**src/rtl/gtfwizard_0_example_gtfmac_hwchk_bitslip_seq.sv**
```systemverilog
// Bitslip bring-up sequencer: resets the adjuster, waits for a stable lock, requests correction.
// Define BITSLIP_SEQ_AUTO_RELOCK_EN to restart the sequence automatically on lock loss in DONE.
module gtfwizard_0_example_gtfmac_hwchk_bitslip_seq #(
    parameter int unsigned RST_CYC         = 16,
    parameter int unsigned LOCK_STABLE_CYC = 256,
    parameter int unsigned LOCK_TIMEOUT    = 65536,
    parameter int unsigned MAX_RETRY       = 7
) (
    input  logic       rx_clk,
    input  logic       rx_rst_n,
    input  logic       ctl_start,
    input  logic       ctl_rx_data_rate,
    input  logic       stat_locked,
    input  logic       stat_done,
    input  logic       stat_excessive_bitslip,
    output logic       bs_rst,
    output logic       bs_correct_bitslip,
    output logic [2:0] seq_state,
    output logic [2:0] stat_retry_cnt,
    output logic       stat_timeout,
    output logic       stat_lock_lost,
    output logic       stat_seq_done,
    output logic       stat_seq_fail
);

    typedef enum logic [2:0] {
        StIdle       = 3'd0,
        StReset      = 3'd1,
        StWaitLock   = 3'd2,
        StLockStable = 3'd3,
        StCorrect    = 3'd4,
        StVerify     = 3'd5,
        StDone       = 3'd6,
        StFail       = 3'd7
    } state_e;

    localparam int unsigned CntMax = (LOCK_TIMEOUT > RST_CYC) ? LOCK_TIMEOUT : RST_CYC;
    localparam int unsigned CntW   = $clog2(CntMax + 1);
    localparam int unsigned StabW  = $clog2(LOCK_STABLE_CYC + 1);

    localparam logic [CntW-1:0]  RstLast   = CntW'(RST_CYC - 1);
    localparam logic [CntW-1:0]  ToLast    = CntW'(LOCK_TIMEOUT - 1);
    localparam logic [StabW-1:0] StabLast  = StabW'(LOCK_STABLE_CYC - 1);
    localparam logic [2:0]       RetryLast = 3'(MAX_RETRY - 1);

    state_e            state_q;
    logic [CntW-1:0]   cnt_q;
    logic [StabW-1:0]  stab_q;
    logic              start_q;

    logic start_rise;
    logic in_wait;
    logic timeout;
    logic stable;
    logic success;
    logic failure;

    assign start_rise = ctl_start & ~start_q;
    assign in_wait    = state_q inside {StWaitLock, StLockStable, StCorrect, StVerify};
    assign timeout    = in_wait & (cnt_q == ToLast);
    assign stable     = stat_locked & (stab_q == StabLast);
    assign seq_state  = state_q;

    always_comb begin
        success = 1'b0;
        case (state_q)
            StWaitLock:             success = stat_locked;
            StLockStable, StVerify: success = stable;
            StCorrect:              success = stat_done;
            default:                success = 1'b0;
        endcase
    end

    // A success event outranks a coincident timeout; excessive bitslip always fails.
    assign failure = in_wait & (stat_excessive_bitslip | (timeout & ~success));

    always_ff @(posedge rx_clk or negedge rx_rst_n) begin
        if (!rx_rst_n) begin
            state_q            <= StIdle;
            cnt_q              <= '0;
            stab_q             <= '0;
            // Reset high so a start held across reset release is not seen as an edge.
            start_q            <= 1'b1;
            bs_rst             <= 1'b1;
            bs_correct_bitslip <= 1'b0;
            stat_retry_cnt     <= '0;
            stat_timeout       <= 1'b0;
            stat_lock_lost     <= 1'b0;
            stat_seq_done      <= 1'b0;
            stat_seq_fail      <= 1'b0;
        end else begin
            start_q <= ctl_start;
            cnt_q   <= (cnt_q == '1) ? cnt_q : cnt_q + 1'b1;
            stab_q  <= stat_locked ? ((stab_q == '1) ? stab_q : stab_q + 1'b1) : '0;

            if (start_rise && (state_q inside {StIdle, StDone, StFail})) begin
                stat_retry_cnt     <= '0;
                stat_timeout       <= 1'b0;
                stat_lock_lost     <= 1'b0;
                stat_seq_done      <= 1'b0;
                stat_seq_fail      <= 1'b0;
                state_q            <= StReset;
                cnt_q              <= '0;
                bs_rst             <= 1'b1;
                bs_correct_bitslip <= 1'b0;
            end else if (failure) begin
                if (timeout && !success) begin
                    stat_timeout <= 1'b1;
                end
                cnt_q              <= '0;
                bs_rst             <= 1'b1;
                bs_correct_bitslip <= 1'b0;
                if (stat_retry_cnt < RetryLast) begin
                    stat_retry_cnt <= stat_retry_cnt + 3'd1;
                    state_q        <= StReset;
                end else begin
                    stat_seq_fail  <= 1'b1;
                    state_q        <= StFail;
                end
            end else begin
                unique case (state_q)
                    StReset: begin
                        if (cnt_q == RstLast) begin
                            state_q <= StWaitLock;
                            cnt_q   <= '0;
                            bs_rst  <= 1'b0;
                        end
                    end
                    StWaitLock: begin
                        if (stat_locked) begin
                            state_q <= StLockStable;
                            cnt_q   <= '0;
                            stab_q  <= '0;
                        end
                    end
                    StLockStable: begin
                        if (stable) begin
                            cnt_q <= '0;
                            if (ctl_rx_data_rate) begin
                                state_q       <= StDone;
                                stat_seq_done <= 1'b1;
                            end else begin
                                state_q            <= StCorrect;
                                bs_correct_bitslip <= 1'b1;
                            end
                        end
                    end
                    StCorrect: begin
                        if (stat_done) begin
                            state_q            <= StVerify;
                            cnt_q              <= '0;
                            stab_q             <= '0;
                            bs_correct_bitslip <= 1'b0;
                        end
                    end
                    StVerify: begin
                        if (stable) begin
                            state_q       <= StDone;
                            cnt_q         <= '0;
                            stat_seq_done <= 1'b1;
                        end
                    end
                    StDone: begin
                        if (!stat_locked) begin
                            stat_lock_lost <= 1'b1;
`ifdef BITSLIP_SEQ_AUTO_RELOCK_EN
                            stat_retry_cnt <= '0;
                            stat_seq_done  <= 1'b0;
                            state_q        <= StReset;
                            cnt_q          <= '0;
                            bs_rst         <= 1'b1;
`else
                            state_q        <= StDone;
`endif
                        end
                    end
                    default: ;
                endcase
            end
        end
    end

endmodule

```
**config.mk**
```make
export PLATFORM = sky130hd
export DESIGN_NAME = gtfwizard_0_example_gtfmac_hwchk_bitslip_seq
export DESIGN_NICKNAME = d
export VERILOG_FILES = /design/src/rtl/gtfwizard_0_example_gtfmac_hwchk_bitslip_seq.sv
export SDC_FILE = /design/constraint.sdc
export NUM_CORES = 1
export LEC_CHECK = 0
export BUFFER_PORTS_ARGS = -buffer_cell sky130_fd_sc_hd__buf_4
export CORE_MARGIN = 10
export CORE_UTILIZATION = 50
export DETAILED_ROUTE_END_ITERATION = 10
export PLACE_DENSITY = 0.69
export SLEW_MARGIN = 5
export SYNTH_ARGS = -nofsm -noshare
export SYNTH_HDL_FRONTEND = slang
export SYNTH_SLANG_ARGS = --single-unit
```
**constraint.sdc**
```tcl
create_clock -name rx_clk -period 2.96 [get_ports rx_clk]
set_input_delay 0.148 -clock rx_clk [delete_from_list [all_inputs] [get_ports rx_clk]]
set_output_delay 0.148 -clock rx_clk [all_outputs]
set_load 0.01 [all_outputs]
```
# Word-level counts from Yosys, hierarchy flattened
# Cells that the tools add are included.
dict set report word_totals {
  inputBits 7
  output_inout_bits 12
  regBits 39
  elab_cells 128
}
dict set report op_classes {
  n_mux 56
  eq_ne 25
  n_reduce_logical 24
  n_bitwise 8
  n_addsub 3
  order_cmp 1
}
# cell count
set ops {}
lappend ops {{17-bit two-way mux} 7}
lappend ops {{17-bit one-hot mux with 4 select lines} 1}
lappend ops {{9-bit two-way mux} 6}
lappend ops {{3-bit two-way mux} 12}
lappend ops {{1-bit two-way mux} 24}
lappend ops {{4-bit by 3-bit != test with 1-bit output, second input constant} 6}
lappend ops {{3-bit one-hot mux with 6 select lines} 1}
lappend ops {{9-bit one-hot mux with 2 select lines} 1}
lappend ops {{17-bit by 1-bit adder with 17-bit output, second input constant} 1}
lappend ops {{17-bit by 16-bit == test with 1-bit output, second input constant} 1}
lappend ops {{17-bit == test, second input constant} 1}
lappend ops {{17-bit by 4-bit == test with 1-bit output, second input constant} 1}
lappend ops {{3-bit == test, second input constant} 4}
lappend ops {{3-bit nonzero test} 4}
lappend ops {{9-bit by 1-bit adder with 9-bit output, second input constant} 1}
lappend ops {{9-bit by 8-bit == test with 1-bit output, second input constant} 1}
lappend ops {{9-bit == test, second input constant} 1}
lappend ops {{3-bit by 2-bit != test with 1-bit output, second input constant} 3}
lappend ops {{2-bit AND reduction} 4}
lappend ops {{2-bit nonzero test} 4}
lappend ops {{4-bit nonzero test} 2}
lappend ops {{8-bit nonzero test} 1}
lappend ops {{7-bit AND reduction} 1}
lappend ops {{3-bit by 2-bit == test with 1-bit output, second input constant} 2}
lappend ops {{other kinds (19)} 27}

# Longest topological paths before layout
dict set report logic_depth {
  depth_word 9
  ltp_mapped 8
  mapped_depth_nobuf 6
}

# Worst setup path after synthesis
# OpenSTA, ideal clock, no wires.
dict set report synth_timing {
  path_type {register to register}
  from {reg state_q[2], in the netlist seq_state[2]}
  to {reg stab_q[2]}
  setup_time_ns 0.147
  synth_period_minus_slack_ns 2.207
  arrival_ns 2.059
  path_buffers 1
  slack_ns 0.753
  t_required_ns 2.813
  path_stages_with_launch 7
  path_cell_list {dfrtp_1 -> buf_4 -> nand2b_1 -> a2111o_1 -> a31o_4 -> o41ai_4 -> a211oi_1}
}
dict set report synth_between {
  elab_chain_cells 9
  word_cells_on_any_way 20
  classes_between {eq/ne (6); mux (4); bitwise (5); reduce/logical (5)}
}
# element line
set synth_rtl {}
lappend synth_rtl {{start, declared} 46} ;# state_e state_q;
lappend synth_rtl {{start signal, assigned} 79} ;# state_q <= StIdle;
lappend synth_rtl {{start signal, assigned} 102} ;# state_q <= StReset;
lappend synth_rtl {{start signal, assigned} 115} ;# state_q <= StReset;
lappend synth_rtl {{3-bit by 2-bit == test with 1-bit output or 3-bit == test (tied branches)} {59, 66}}
lappend synth_rtl {{2-bit OR reduction (no source line)} -}
lappend synth_rtl {{1-bit one-hot mux with 3 select lines} 66} ;# case (state_q)
lappend synth_rtl {{1-bit NOT} 75} ;# assign failure = in_wait & (stat_excessive_bitslip | (timeout & ~success));
lappend synth_rtl {{1-bit AND} 75}
lappend synth_rtl {{1-bit bitwise OR} 75}
lappend synth_rtl {{1-bit AND} 75}
lappend synth_rtl {{9-bit two-way mux} 106} ;# end else if (failure) begin
lappend synth_rtl {{9-bit two-way mux *} 96} ;# if (start_rise && (state_q inside {StIdle, StDone, StFail})) begin
lappend synth_rtl {{end signal, assigned} 94} ;# stab_q <= stat_locked ? ((stab_q == '1) ? stab_q : stab_q + 1'b1) : '0;
lappend synth_rtl {{end, declared} 48} ;# logic [StabW-1:0] stab_q;
# Every way passes the cells marked *; elsewhere a longest branch is shown, timed or not.
# A chain may end at the register's enable or synchronous reset.

# Worst setup path after layout
dict set report layout_timing {
  from {reg state_q[1], in the netlist seq_state[1]}
  to {reg stab_q[2]}
}
# The elaborated chain is that of the path after synthesis.

==> impl_metrics.csv <==
group,metric,value,unit
sta,final_max_slew_viol_count,0,
synth,synth_top_area_cell,"dfrtp_1",
die,initial_core_util,0.523,
route,wl_per_cell,16.5,µm
setup_path,endpoint_kind,"flip-flop",
place,place_hpwl,3680,µm
grt,antenna_found_initial,0,
pwr,leakagePower,1.06,nW
sta,fmaxAchievable,408,MHz
finish,utilization,0.591,
clocking,cts_max_level,2,
synth,synthDistinctLibCells,50,
route,vias,1910,
die,rows,24,
setup_path,cp.required,3.12,ns
setup_path,worstSetupStartpointType,"flip-flop",
die,dieArea,7690,µm²
pwr,cellPowerDensity,767,nW/µm²
sta,setup_violations,0,
pwr,finalPower,0.00199,W
place,dp_slack,0.531,ns
die,die_y,87.7,µm
route,drc,0,
worst_hold_path,hold_class,"in -> reg",
clocking,clock_latency,0.30,ns
pwr,peakVddDrop,0.000537,V
place,gp_congestion,0.874,
clocking,numCtsBuffers,5,
synth,netlist_instances,247,
grt,grt_overflow,0,
sta,relSlewSlack,0.559,
route,ant_nets,0,
synth,async_reset_ff_frac,1.00,
run_status,outcome,"finished, final reports clean",
clocking,clk_path_buf_depth,2,
setup_path,path_cells,"nand2b_1 -> a2111o_1 -> a31o_4 -> o41ai_4 -> a211oi_1",
sta,tightest_slew,0.655,ns
sta,rsz0062_at_grt,"no",
place,numPortBuffers,18,
route,drt_wl_total,5260,µm
synth,syn_avg_cell_area,9.28,µm²
clocking,ctsResizeCount,0,
clocking,cts_tree,"built",
synth,yosysWarnings,0,
finish,fin_nets,277,
finish,layout_commonest_cell,"dfrtp_1",
clocking,cts_hold_buf,2,
finish,antenna_cells,0,
route,drtPass1Iterations,4,
sta,whs,0.162,ns
finish,final_cell_mix,"dfrtp_1 (37), nor3_1 (22), nor2_1 (22), buf_4 (22), a21oi_1 (17)",
synth,synth_top_cell_area_share,0.404,
synth,yosys-top-cells-area,"dfrtp_1 (40%), xnor2_1 (5.7%), nor3_1 (4.8%)",
finish,drive_gt1_frac,0.150,
flow_run,maxCapViolations,0,
sta,finalCriticalPeriod,2.45,ns
setup_path,cp.arrival,2.60,ns
grt,grt_usage,0.142,
die,boundaryPins,19,
synth,synth_edf_count,0,
sta,final.period_utilization,0.827,
setup_path,critPathMaxStageDelay,0.65,ns
synth,synth_nets,258,
synth,ys_seq_area_frac,0.427,
clocking,root_buffer,"clkbuf_8",
grt,grt_max_degree,40,
sta,hold_viol,0,
clocking,clock_sinks,39,
grt,grt_pass1_vias,1883,
synth,ys_seq_elements,39,
sta,clock_skew,0.00778,ns
die,core_area,4380,µm²
clocking,cts_setup_buffers,0,
setup_path,crit_type,"reg -> reg",
finish,area_growth,13.1,%
clocking,clkTransAtPathRegs,0.08,ns
finish,fillers,378,
grt,grt_pass1_wl,8860,µm
synth,synth-main-ff-cell,"dfrtp_1",
setup_path,crit_fanout,17,
die,die_x,87.7,µm
synth,syn_area,2290,µm²
sta,setup_slack,0.511,ns
sta,setup_tns,0,ns
setup_path,cp_slowest_cell,"dfrtp_1",
route,drtIter0Drc,151,
route,via_per_inst,5.99,
## cells in the mapped netlist, types with 4 or more instances
library cell and n:
a211oi_1 6, inv_1 5, a21oi_1 17, o21ai_0 9
xnor2_1 15, dfrtp_1 37, nor2_1 22, nor3_1 22
and3_1 4, nor2b_1 6, ha_1 4, nand3_1 15
nand2_1 14, nor4_1 5, nand4_1 9, clkbuf_1 6
## layer usage
layer	vias to the layer above	global-route usage	part of all wire
li1	957	-	-
met1	897	0.182	0.45
met4	0	0.0609	0.017
met2	46	0.220	0.47
met5	-	0	0
met3	10	0.0399	0.058
## logic make-up after synthesis
| group | synth area share |
|---|---|
| adders and majority gates | 0.0218 |
| and+or+nand+nor | 0.278 |
| AOI/OAI and AO/OA | 0.170 |
| buffers and inverters | 0.0344 |
| DFF | 0.427 |
| xor gates and xnor gates | 0.0650 |
| muxes | 0.00437 |
## sequential cells by signal, indices dropped and copies added, names as in the netlist
register,flops
cnt_q,17
stat_lock_lost,1
stat_timeout,1
bs_rst,1
stab_q,9
seq_state,3
bs_correct_bitslip,1
start_q,1
stat_seq_done,1
stat_retry_cnt,3
stat_seq_fail,1
## path summary, 6_finish.rpt
path	from	endpoint	slack (ns)	depth (start not counted)
worst max register to register	seq_state[1]	stab_q[2]	0.51	5
max in group asynchronous	rx_rst_n	bs_rst	2.23	2
worst max-delay path	seq_state[1]	stab_q[2]	0.51	5
min in group asynchronous	rx_rst_n	stat_lock_lost	0.37	2
worst min register to register	stab_q[6]	stab_q[6]	0.51	1
worst min-delay path	ctl_rx_data_rate	bs_correct_bitslip	0.16	4
## through the flow
| stage | area, µm² | std cells |
|---|---|---|
| 5_1_grt | 2590 | 319 |
| 3_5_place_dp | 2460 | 309 |
| 6_report | 2590 | 319 |
| 3_3_place_gp | 2460 | 309 |
| 2_1_floorplan | 2290 | 247 |
| 4_1_cts | 2590 | 319 |
## report_power, final
part           switching (W)  internal [W]  total [W]
Clock               0.000192      0.000252   0.000443
Sequential          0.000117      0.000614   0.000731
Combinational       0.000487      0.000328   0.000815
## critical path, delay by kind of cell (launching register included)
kind / cells / cell delay [ns]
AOI/OAI and AO/OA: 4 / 1.50
and+or+nand+nor: 1 / 0.16
DFF: 1 / 0.65
## cell type report
| cell class | count | area (µm²) | area share |
|---|---|---|---|
| well taps | 52 | 65.1 | 0.0251 |
| repair buffers | 24 | 185 | 0.0714 |
| flip-flops and latches | 39 | 978 | 0.377 |
| multi-input cells | 191 | 1230 | 0.476 |
| inverters | 5 | 18.8 | 0.00724 |
| clock inverters | 2 | 37.5 | 0.0145 |
| clock buffers | 6 | 72.6 | 0.0280 |
(Power assumes the default switching activity.)
